### src/rtl/axis_downsizer.sv
// AXI-stream width downsizer: splits each IN_W-bit beat into RATIO narrow
// OUT_W-bit beats, least significant sub-word first, optionally skipping
// sub-words whose byte enables are all clear.
`timescale 1ns/1ps
module axis_downsizer #(
    parameter int OUT_W      = 512,
    parameter int RATIO      = 2,
    parameter int DROP_EMPTY = 1
) (
    input  logic                      clk,
    input  logic                      rst_n,
    input  logic [OUT_W*RATIO-1:0]    in_data,
    input  logic [OUT_W*RATIO/8-1:0]  in_keep,
    input  logic                      in_valid,
    input  logic                      in_last,
    output logic                      in_ready,
    output logic [OUT_W-1:0]          out_data,
    output logic [OUT_W/8-1:0]        out_keep,
    output logic                      out_valid,
    output logic                      out_last,
    input  logic                      out_ready,
    output logic [31:0]               stat_in_beats,
    output logic [31:0]               stat_out_beats
);

    localparam int IN_W  = OUT_W * RATIO;
    localparam int KW    = OUT_W / 8;
    localparam int IN_KW = IN_W / 8;
    localparam int IDX_W = $clog2(RATIO);

    typedef enum logic [0:0] {
        ST_IDLE = 1'b0,
        ST_SEND = 1'b1
    } state_t;

    // One bit per sub-word: set when that sub-word has at least one byte enabled.
    function automatic logic [RATIO-1:0] slice_nonzero(input logic [IN_KW-1:0] keep);
        logic [RATIO-1:0] nz;
        nz = {RATIO{1'b0}};
        for (int i = 0; i < RATIO; i++) begin
            nz[i] = |keep[i*KW +: KW];
        end
        return nz;
    endfunction

    // Lowest set sub-word index at or above 'from'; zero when none is set.
    function automatic logic [IDX_W-1:0] first_set_from(input logic [RATIO-1:0] nz, input int from);
        logic [IDX_W-1:0] r;
        r = {IDX_W{1'b0}};
        for (int i = RATIO - 1; i >= 0; i--) begin
            if (nz[i] && (i >= from)) begin
                r = IDX_W'(i);
            end
        end
        return r;
    endfunction

    // Highest set sub-word index; zero when none is set.
    function automatic logic [IDX_W-1:0] highest_set(input logic [RATIO-1:0] nz);
        logic [IDX_W-1:0] r;
        r = {IDX_W{1'b0}};
        for (int i = 0; i < RATIO; i++) begin
            if (nz[i]) begin
                r = IDX_W'(i);
            end
        end
        return r;
    endfunction

    state_t             state_r, state_n;
    logic [IN_W-1:0]    data_r, data_n;
    logic [IN_KW-1:0]   keep_r, keep_n;
    logic               last_r, last_n;
    logic [IDX_W-1:0]   idx_r, idx_n;
    logic [IDX_W-1:0]   fin_r, fin_n;
    logic               run_r;
    logic [OUT_W-1:0]   out_data_r, out_data_n;
    logic [KW-1:0]      out_keep_r, out_keep_n;
    logic               out_valid_r, out_valid_n;
    logic               out_last_r, out_last_n;
    logic [31:0]        stat_in_r, stat_out_r;

    logic [RATIO-1:0]   in_nz_s, held_nz_s;
    logic               load_skip_s;
    logic [IDX_W-1:0]   load_idx_s, load_fin_s, adv_idx_s;
    logic               is_final_s, in_ready_s, in_xfer_s, out_xfer_s;
    logic               load_s, drop_s, finish_s, advance_s, to_idle_s;

    // Sub-word selection for a newly arriving beat and for stepping the held beat.
    always_comb begin
        in_nz_s   = slice_nonzero(in_keep);
        held_nz_s = slice_nonzero(keep_r);
        if (DROP_EMPTY != 0) begin
            load_skip_s = (in_nz_s == {RATIO{1'b0}}) && !in_last;
            load_idx_s  = first_set_from(in_nz_s, 0);
            load_fin_s  = highest_set(in_nz_s);
            adv_idx_s   = first_set_from(held_nz_s, int'(idx_r) + 1);
        end else begin
            load_skip_s = 1'b0;
            load_idx_s  = {IDX_W{1'b0}};
            load_fin_s  = IDX_W'(RATIO - 1);
            adv_idx_s   = idx_r + IDX_W'(1);
        end
    end

    // Handshake decode; in_ready only looks at registered state and out_ready.
    always_comb begin
        is_final_s = (idx_r == fin_r);
        if (state_r == ST_IDLE) begin
            in_ready_s = run_r;
        end else begin
            in_ready_s = run_r && is_final_s && out_ready;
        end
        in_xfer_s  = in_valid && in_ready_s;
        out_xfer_s = out_valid_r && out_ready;
        load_s     = in_xfer_s && !load_skip_s;
        drop_s     = in_xfer_s && load_skip_s;
        finish_s   = (state_r == ST_SEND) && out_xfer_s && is_final_s && !in_xfer_s;
        advance_s  = (state_r == ST_SEND) && out_xfer_s && !is_final_s;
        to_idle_s  = drop_s || finish_s;
    end

    // Next-state logic of the IDLE/SEND controller.
    always_comb begin
        state_n = state_r;
        case (state_r)
            ST_IDLE: begin
                if (load_s) begin
                    state_n = ST_SEND;
                end else begin
                    state_n = ST_IDLE;
                end
            end
            ST_SEND: begin
                if (load_s || !to_idle_s) begin
                    state_n = ST_SEND;
                end else begin
                    state_n = ST_IDLE;
                end
            end
            default: begin
                state_n = ST_IDLE;
            end
        endcase
    end

    // Held-beat and output register next values: clear, load, step or hold.
    always_comb begin
        data_n      = data_r;
        keep_n      = keep_r;
        last_n      = last_r;
        idx_n       = idx_r;
        fin_n       = fin_r;
        out_data_n  = out_data_r;
        out_keep_n  = out_keep_r;
        out_valid_n = out_valid_r;
        out_last_n  = out_last_r;
        if (load_s) begin
            data_n      = in_data;
            keep_n      = in_keep;
            last_n      = in_last;
            idx_n       = load_idx_s;
            fin_n       = load_fin_s;
            out_valid_n = 1'b1;
            out_data_n  = in_data[int'(load_idx_s)*OUT_W +: OUT_W];
            out_keep_n  = in_keep[int'(load_idx_s)*KW +: KW];
            out_last_n  = in_last && (load_idx_s == load_fin_s);
        end else if (to_idle_s) begin
            idx_n       = {IDX_W{1'b0}};
            out_valid_n = 1'b0;
            out_last_n  = 1'b0;
            out_data_n  = {OUT_W{1'b0}};
            out_keep_n  = {KW{1'b0}};
        end else if (advance_s) begin
            idx_n       = adv_idx_s;
            out_data_n  = data_r[int'(adv_idx_s)*OUT_W +: OUT_W];
            out_keep_n  = keep_r[int'(adv_idx_s)*KW +: KW];
            out_last_n  = last_r && (adv_idx_s == fin_r);
        end else begin
            // no transfer: beat, index and outputs stay put
            idx_n       = idx_r;
            out_valid_n = out_valid_r;
        end
    end

    // Controller state register.
    always_ff @(posedge clk or negedge rst_n) begin
        if (!rst_n) begin
            state_r <= ST_IDLE;
        end else begin
            state_r <= state_n;
        end
    end

    // Held beat and registered output stage.
    always_ff @(posedge clk or negedge rst_n) begin
        if (!rst_n) begin
            data_r      <= {IN_W{1'b0}};
            keep_r      <= {IN_KW{1'b0}};
            last_r      <= 1'b0;
            idx_r       <= {IDX_W{1'b0}};
            fin_r       <= {IDX_W{1'b0}};
            out_data_r  <= {OUT_W{1'b0}};
            out_keep_r  <= {KW{1'b0}};
            out_valid_r <= 1'b0;
            out_last_r  <= 1'b0;
        end else begin
            data_r      <= data_n;
            keep_r      <= keep_n;
            last_r      <= last_n;
            idx_r       <= idx_n;
            fin_r       <= fin_n;
            out_data_r  <= out_data_n;
            out_keep_r  <= out_keep_n;
            out_valid_r <= out_valid_n;
            out_last_r  <= out_last_n;
        end
    end

    // Holds in_ready low during reset and releases it on the first edge afterwards.
    always_ff @(posedge clk or negedge rst_n) begin
        if (!rst_n) begin
            run_r <= 1'b0;
        end else begin
            run_r <= 1'b1;
        end
    end

    // Accepted-beat counters on both channels, wrapping at 2^32.
    always_ff @(posedge clk or negedge rst_n) begin
        if (!rst_n) begin
            stat_in_r  <= 32'd0;
            stat_out_r <= 32'd0;
        end else begin
            if (in_xfer_s) begin
                stat_in_r <= stat_in_r + 32'd1;
            end else begin
                stat_in_r <= stat_in_r;
            end
            if (out_xfer_s) begin
                stat_out_r <= stat_out_r + 32'd1;
            end else begin
                stat_out_r <= stat_out_r;
            end
        end
    end

    assign in_ready       = in_ready_s;
    assign out_data       = out_data_r;
    assign out_keep       = out_keep_r;
    assign out_valid      = out_valid_r;
    assign out_last       = out_last_r;
    assign stat_in_beats  = stat_in_r;
    assign stat_out_beats = stat_out_r;

endmodule

### config.mk
export PLATFORM = sky130hd
export DESIGN_NAME = axis_downsizer
export DESIGN_NICKNAME = d
export VERILOG_FILES = /design/src/rtl/axis_downsizer.sv
export SDC_FILE = /design/constraint.sdc
export NUM_CORES = 2
export LEC_CHECK = 0
export CORE_AREA = 2 2 703 705
export CTS_CLUSTER_SIZE = 8
export DETAILED_ROUTE_END_ITERATION = 7
export DIE_AREA = 0 0 705 707
export DONT_BUFFER_PORTS = 1
export REMOVE_ABC_BUFFERS = 1
export SLEW_MARGIN = 20
export SYNTH_ARGS = -nofsm -noshare
export SYNTH_HDL_FRONTEND = slang
export SYNTH_SLANG_ARGS = --single-unit
### constraint.sdc
create_clock -name clk -period 6.3 [get_ports clk]
set_input_delay 1.575 -clock clk [delete_from_list [all_inputs] [get_ports clk]]
set_output_delay 1.575 -clock clk [all_outputs]
set_load 0.005 [all_outputs]
## After elaboration in Yosys (flattened, before gate mapping)

Cells that the tools add are included.

| storage, ports and cells | value |
|---|---|
| flip-flop bits (word level) | 1799 |
| bits of input ports | 1157 |
| output and inout port bits | 643 |
| word-level logic and storage cells | 77 |

| cells by class | value |
|---|---|
| $add $sub $neg | 3 |
| order comparisons | 2 |
| equal/unequal tests | 3 |
| shifts and indexed selects | 4 |
| multiplexer cells | 22 |
| bitwise logic cells | 1 |
| reduce and logical (&&, ||, !) cells | 29 |

Operators with widths:

| operator | count |
|---|---|
| $shiftx 1024x11->512 | 2 |
| $mux 512 | 3 |
| $reduce_or 64->1 | 4 |
| $shiftx 128x8->64 | 2 |
| $mux 64 | 3 |
| $add 32x1->32 const B | 2 |
| $logic_and 1x1->1 | 15 |
| $mux 1 | 15 |
| $logic_not 1->1 | 5 |
| $ge 1x2->1 const A | 2 |
| $eq 1x1->1 | 3 |
| $reduce_bool 3->1 | 1 |
| $add 1x1->2 const B | 1 |
| $logic_not 2->1 | 1 |
| $logic_or 1x1->1 | 2 |
| $pmux 1 s2 | 1 |
| $reduce_bool 2->1 | 1 |
| $not 1->1 | 1 |

## Depth between registers and ports, before layout

| logic depth | value |
|---|---|
| depth in word-level cells | 12 |
| mapped depth | 10 |
| mapped depth without buffers | 7 |

## Worst setup path after synthesis

No wires, ideal clock.

| path | value |
|---|---|
| path type | in2reg |
| start point | input in_keep[64] |
| end point | register out_data_r[441], in the netlist out_data[441] |
| setup time | 0.126 ns |
| arrival time | 3.692 ns |
| required time | 6.174 ns |
| slack | 2.482 ns |
| cell stages on the path | 8 |
| buffers on the path | 2 |
| path through | nor4_1 -> nand4_1 -> or4_1 -> nand2_1 -> buf_2 -> buf_2 -> mux2_1 -> a221o_1 |

| between the ends | value |
|---|---|
| word-level cells in the longest chain between the ends | 7 |
| elaborated cells between the ends (all ways) | 13 |
| classes of those cells | 1 x shift; 4 x mux; 8 x reduce/logical |

Ends and longest elaborated chain:

| what | RTL line | RTL |
|---|---|---|
| from (decl) | 13 | `input logic [OUT_W*RATIO/8-1:0] in_keep,` |
| $reduce_or 64->1 (*) | 41 | `nz[i] = \|keep[i*KW +: KW];` |
| branches (longest 6 deep; another with $shiftx 1024x11->512) | -- |  |
| to (signal assigned) | 203 | `out_data_r <= {OUT_W{1'b0}};` |
| to (signal assigned) | 213 | `out_data_r <= out_data_n;` |
| to (decl) | 77 | `logic [OUT_W-1:0] out_data_r, out_data_n;` |

Mark *: on every way between the ends.
A chain may end at the register's enable or synchronous reset.

## Worst setup path after layout

| path | value |
|---|---|
| start point | input in_keep[85] |
| end point | register out_data_r[429], in the netlist out_data[429] |

Same word-level chain as after synthesis.

==> results.json <==
{
  "outcome": "complete, no violations",
  "multi_input_area_sq_um": 34040,
  "drt_iter0_drc": 7086,
  "routabilityCongestion": 0.9593,
  "tightest_slew_ps": 1241,
  "coreArea_sq_um": 491600,
  "place_area_sq_um": 89420,
  "ir_drop_uv": 534.5,
  "setup_slack_ps": 1105,
  "wl_mm": 440.2,
  "portBuffers": 0,
  "post-route-min-period_ps": 5195,
  "worstPathBufferInverterCount": 2,
  "drv_cap": 0,
  "cp-start-kind": "input port",
  "cts_tree": "built",
  "powerDensity_nw_per_um2": 526.5,
  "antenna_found_initial": 74,
  "syn_area_per_cell_sq_um": 9.017,
  "ys_seq_area_share_pct": 55.06,
  "drc": 0,
  "final_nets": 10027,
  "pin_count": 1800,
  "initial_core_util_pct": 16.63,
  "syn_area_sq_um": 81760,
  "layout_commonest_cell": "nand2_1",
  "area_delta_synth_final_pct": 18.80,
  "via_count": 68341,
  "grt_max_degree": 212,
  "crit_family": "simple AND/OR/NAND/NOR gates",
  "path_clk_slew_ps": 60,
  "dieHeight_um": 707,
  "fin_setup_tns_ps": 0,
  "h-tree-depth": 5,
  "relSlewSlack_pct": 17.26,
  "antenna_left": 0,
  "yosysTopAreaCell": "dfrtp_1",
  "gr-usage-met1_pct": 18.63,
  "crit_required_ps": 7060,
  "post-place-ws_ps": 105.5,
  "finalCritPeriodShare_pct": 82.45,
  "clock_path_buffers": 4,
  "final_layout_size_suffix_gt1_share_pct": 6.279,
  "cp_max_fo": 53,
  "ys_top_cells_by_area": "dfrtp_1 (55%), nand2_1 (21%), mux2_1 (6.5%)",
  "power.leakage_nw": 44.51,
  "seqCellArea_sq_um": 45020,
  "ys_ff_latch": 1799,
  "timing.fmax_mhz": 192.5,
  "synth-main-ff-cell": "dfrtp_1",
  "synth-edff-count": 0,
  "post_drt_via_cell_ratio": 4.407,
  "final-hold-violation-count": 0,
  "clock-sinks": 1799,
  "layout.cells.most_common_list": "nand2_1 (4508), dfrtp_1 (1796), a21oi_1 (515)",
  "fin_hold_ws_ps": 333.3,
  "yosysTopAreaCellShare_pct": 55.06,
  "async_reset_ff_share_pct": 100.0,
  "finalInstanceArea_sq_um": 97130,
  "reg2reg_slack_ps": 2120,
  "grt_usage_pct": 16.86,
  "skew_ps": 71.14,
  "crit_type": "in2reg",
  "fp-row-count": 258,
  "synth_cells": 9068,
  "setup_viol": 0,
  "dpl.hpwl_mm": 340.1,
  "wl_per_cell_um": 28.39,
  "clk_latency_ps": 940,
  "postCtsResizedCells": 0,
  "n_fill_cell": 53945,
  "hold_class": "in2async",
  "cpPeakStageDelay_ps": 890,
  "grt-ovfl-total": 0,
  "groute.layer.met2.usage_pct": 24.48,
  "worstPathCellList": "nor4_1, nand4_1, or4_2, nand2_4, buf_12, buf_4, mux2_1, a221o_1",
  "cts_hold_buf": 0,
  "cts_made_buffers": 268,
  "die_area_sq_um": 498400,
  "synth.distinct_cells": 40,
  "clockRootBuffer": "clkbuf_16",
  "grt_use_met3_pct": 10.18,
  "slowest_stage": "or4_2",
  "grt_pass1_vias": 65162,
  "dr.pass1.iters": 6,
  "power.total_mw": 51.14,
  "cp-end-kind": "register",
  "post_cts_buffers": 0,
  "slew_violations": 0,
  "yosys_warnings": 0,
  "top_usage_layer": "met2",
  "grt_pass1_wl_mm": 586.8,
  "cp_data_arrival_time_ps": 5950,
  "die_w_um": 705,
  "rsz0062_at_grt": "false"
}
-- flip-flops by register name (all words and copies together), names as in the netlist, 32 cells and up --
| signal | cells |
|---|---|
| data_r | 1024 |
| out_data | 512 |
| keep_r | 128 |
| out_keep | 64 |
| stat_in_beats | 32 |
| stat_out_beats | 32 |
-- cell families after synthesis --
| group | synth area share (%) |
|---|---|
| and+or+nand+nor | 23.03 |
| xor gates and xnor gates | 0.6749 |
| DFF | 55.06 |
| buffers and inverters | 3.411 |
| other | 0.004586 |
| AOI/OAI and AO/OA | 10.72 |
| adders and majority gates | 0.03060 |
| muxes | 7.065 |
-- report_power, final --
part / leakage, nW / switching [mW] / internal, mW
Sequential: 22.6 / 7.53 / 16.7
Combinational: 18.3 / 8.67 / 4.83
Clock: 3.62 / 5.63 / 7.79
Total: 44.5 / 21.8 / 29.3
-- metal layers --
| layer | part of all wire [%] | up-vias | wire, um |
|---|---|---|---|
| met3 | 15 | 869 | 65490 |
| met5 | 0.16 | - | 713 |
| met1 | 36 | 34087 | 157100 |
| met2 | 42 | 3480 | 185600 |
| li1 | - | 29875 | - |
| met4 | 7.1 | 30 | 31320 |
-- layout make-up --
class                      count  area share (%)
tap                         6500           8.373
inverter                       5         0.01932
antenna                       87          0.2241
clock buffer                 291           7.153
clock inverter                30          0.4715
multi-input combinational   6607           35.04
timing repair buffer         187           2.368
sequential                  1799           46.35
-- path summary, 6_finish.rpt --
kind                                  start       endpoint  cells after the start
worst min register to register  data_r[815]    data_r[815]                      2
max in group asynchronous             rst_n     data_r[11]                      7
worst max-delay path            in_keep[85]  out_data[429]                      8
min in group clk                data_r[815]    data_r[815]                      2
worst max register to register  keep_r[104]  out_data[351]                      8
worst min-delay path                  rst_n   out_data[75]                      0
-- synth_stat cells (2+ instances only) --
| master | instances |
|---|---|
| a21oi_1 | 515 |
| nand3_1 | 219 |
| nand4_1 | 26 |
| buf_2 | 243 |
| xor2_1 | 21 |
| a2bb2oi_1 | 64 |
| mux2_2 | 44 |
| xnor2_1 | 42 |
| nor2_1 | 23 |
| and3_1 | 12 |
| ha_1 | 2 |
| nand2_1 | 4510 |
| mux2_1 | 469 |
| and4_1 | 7 |
| and2_1 | 6 |
| clkbuf_1 | 405 |
| inv_1 | 5 |
| dfrtp_1 | 1799 |
| buf_1 | 9 |
| a31oi_1 | 65 |
| nor4_1 | 52 |
| a221o_1 | 512 |
-- per-stage QoR --
step           instances  utilization, %
2_1_floorplan       8411               -
3_3_place_gp       15090           18.16
3_5_place_dp       15095           18.19
4_1_cts            15416           19.69
5_1_grt            15468           19.74
6_report           15506           19.76
-- worst register-to-register path, delay by kind of cell, from the launching register on --
family	cells	cell delay (ps)
AOI/OAI and AO/OA	3	1270
DFF	1	410
and+or+nand+nor	3	1550
buffers and inverters	2	800
No activity file was read; power rests on OpenSTA's default activity.
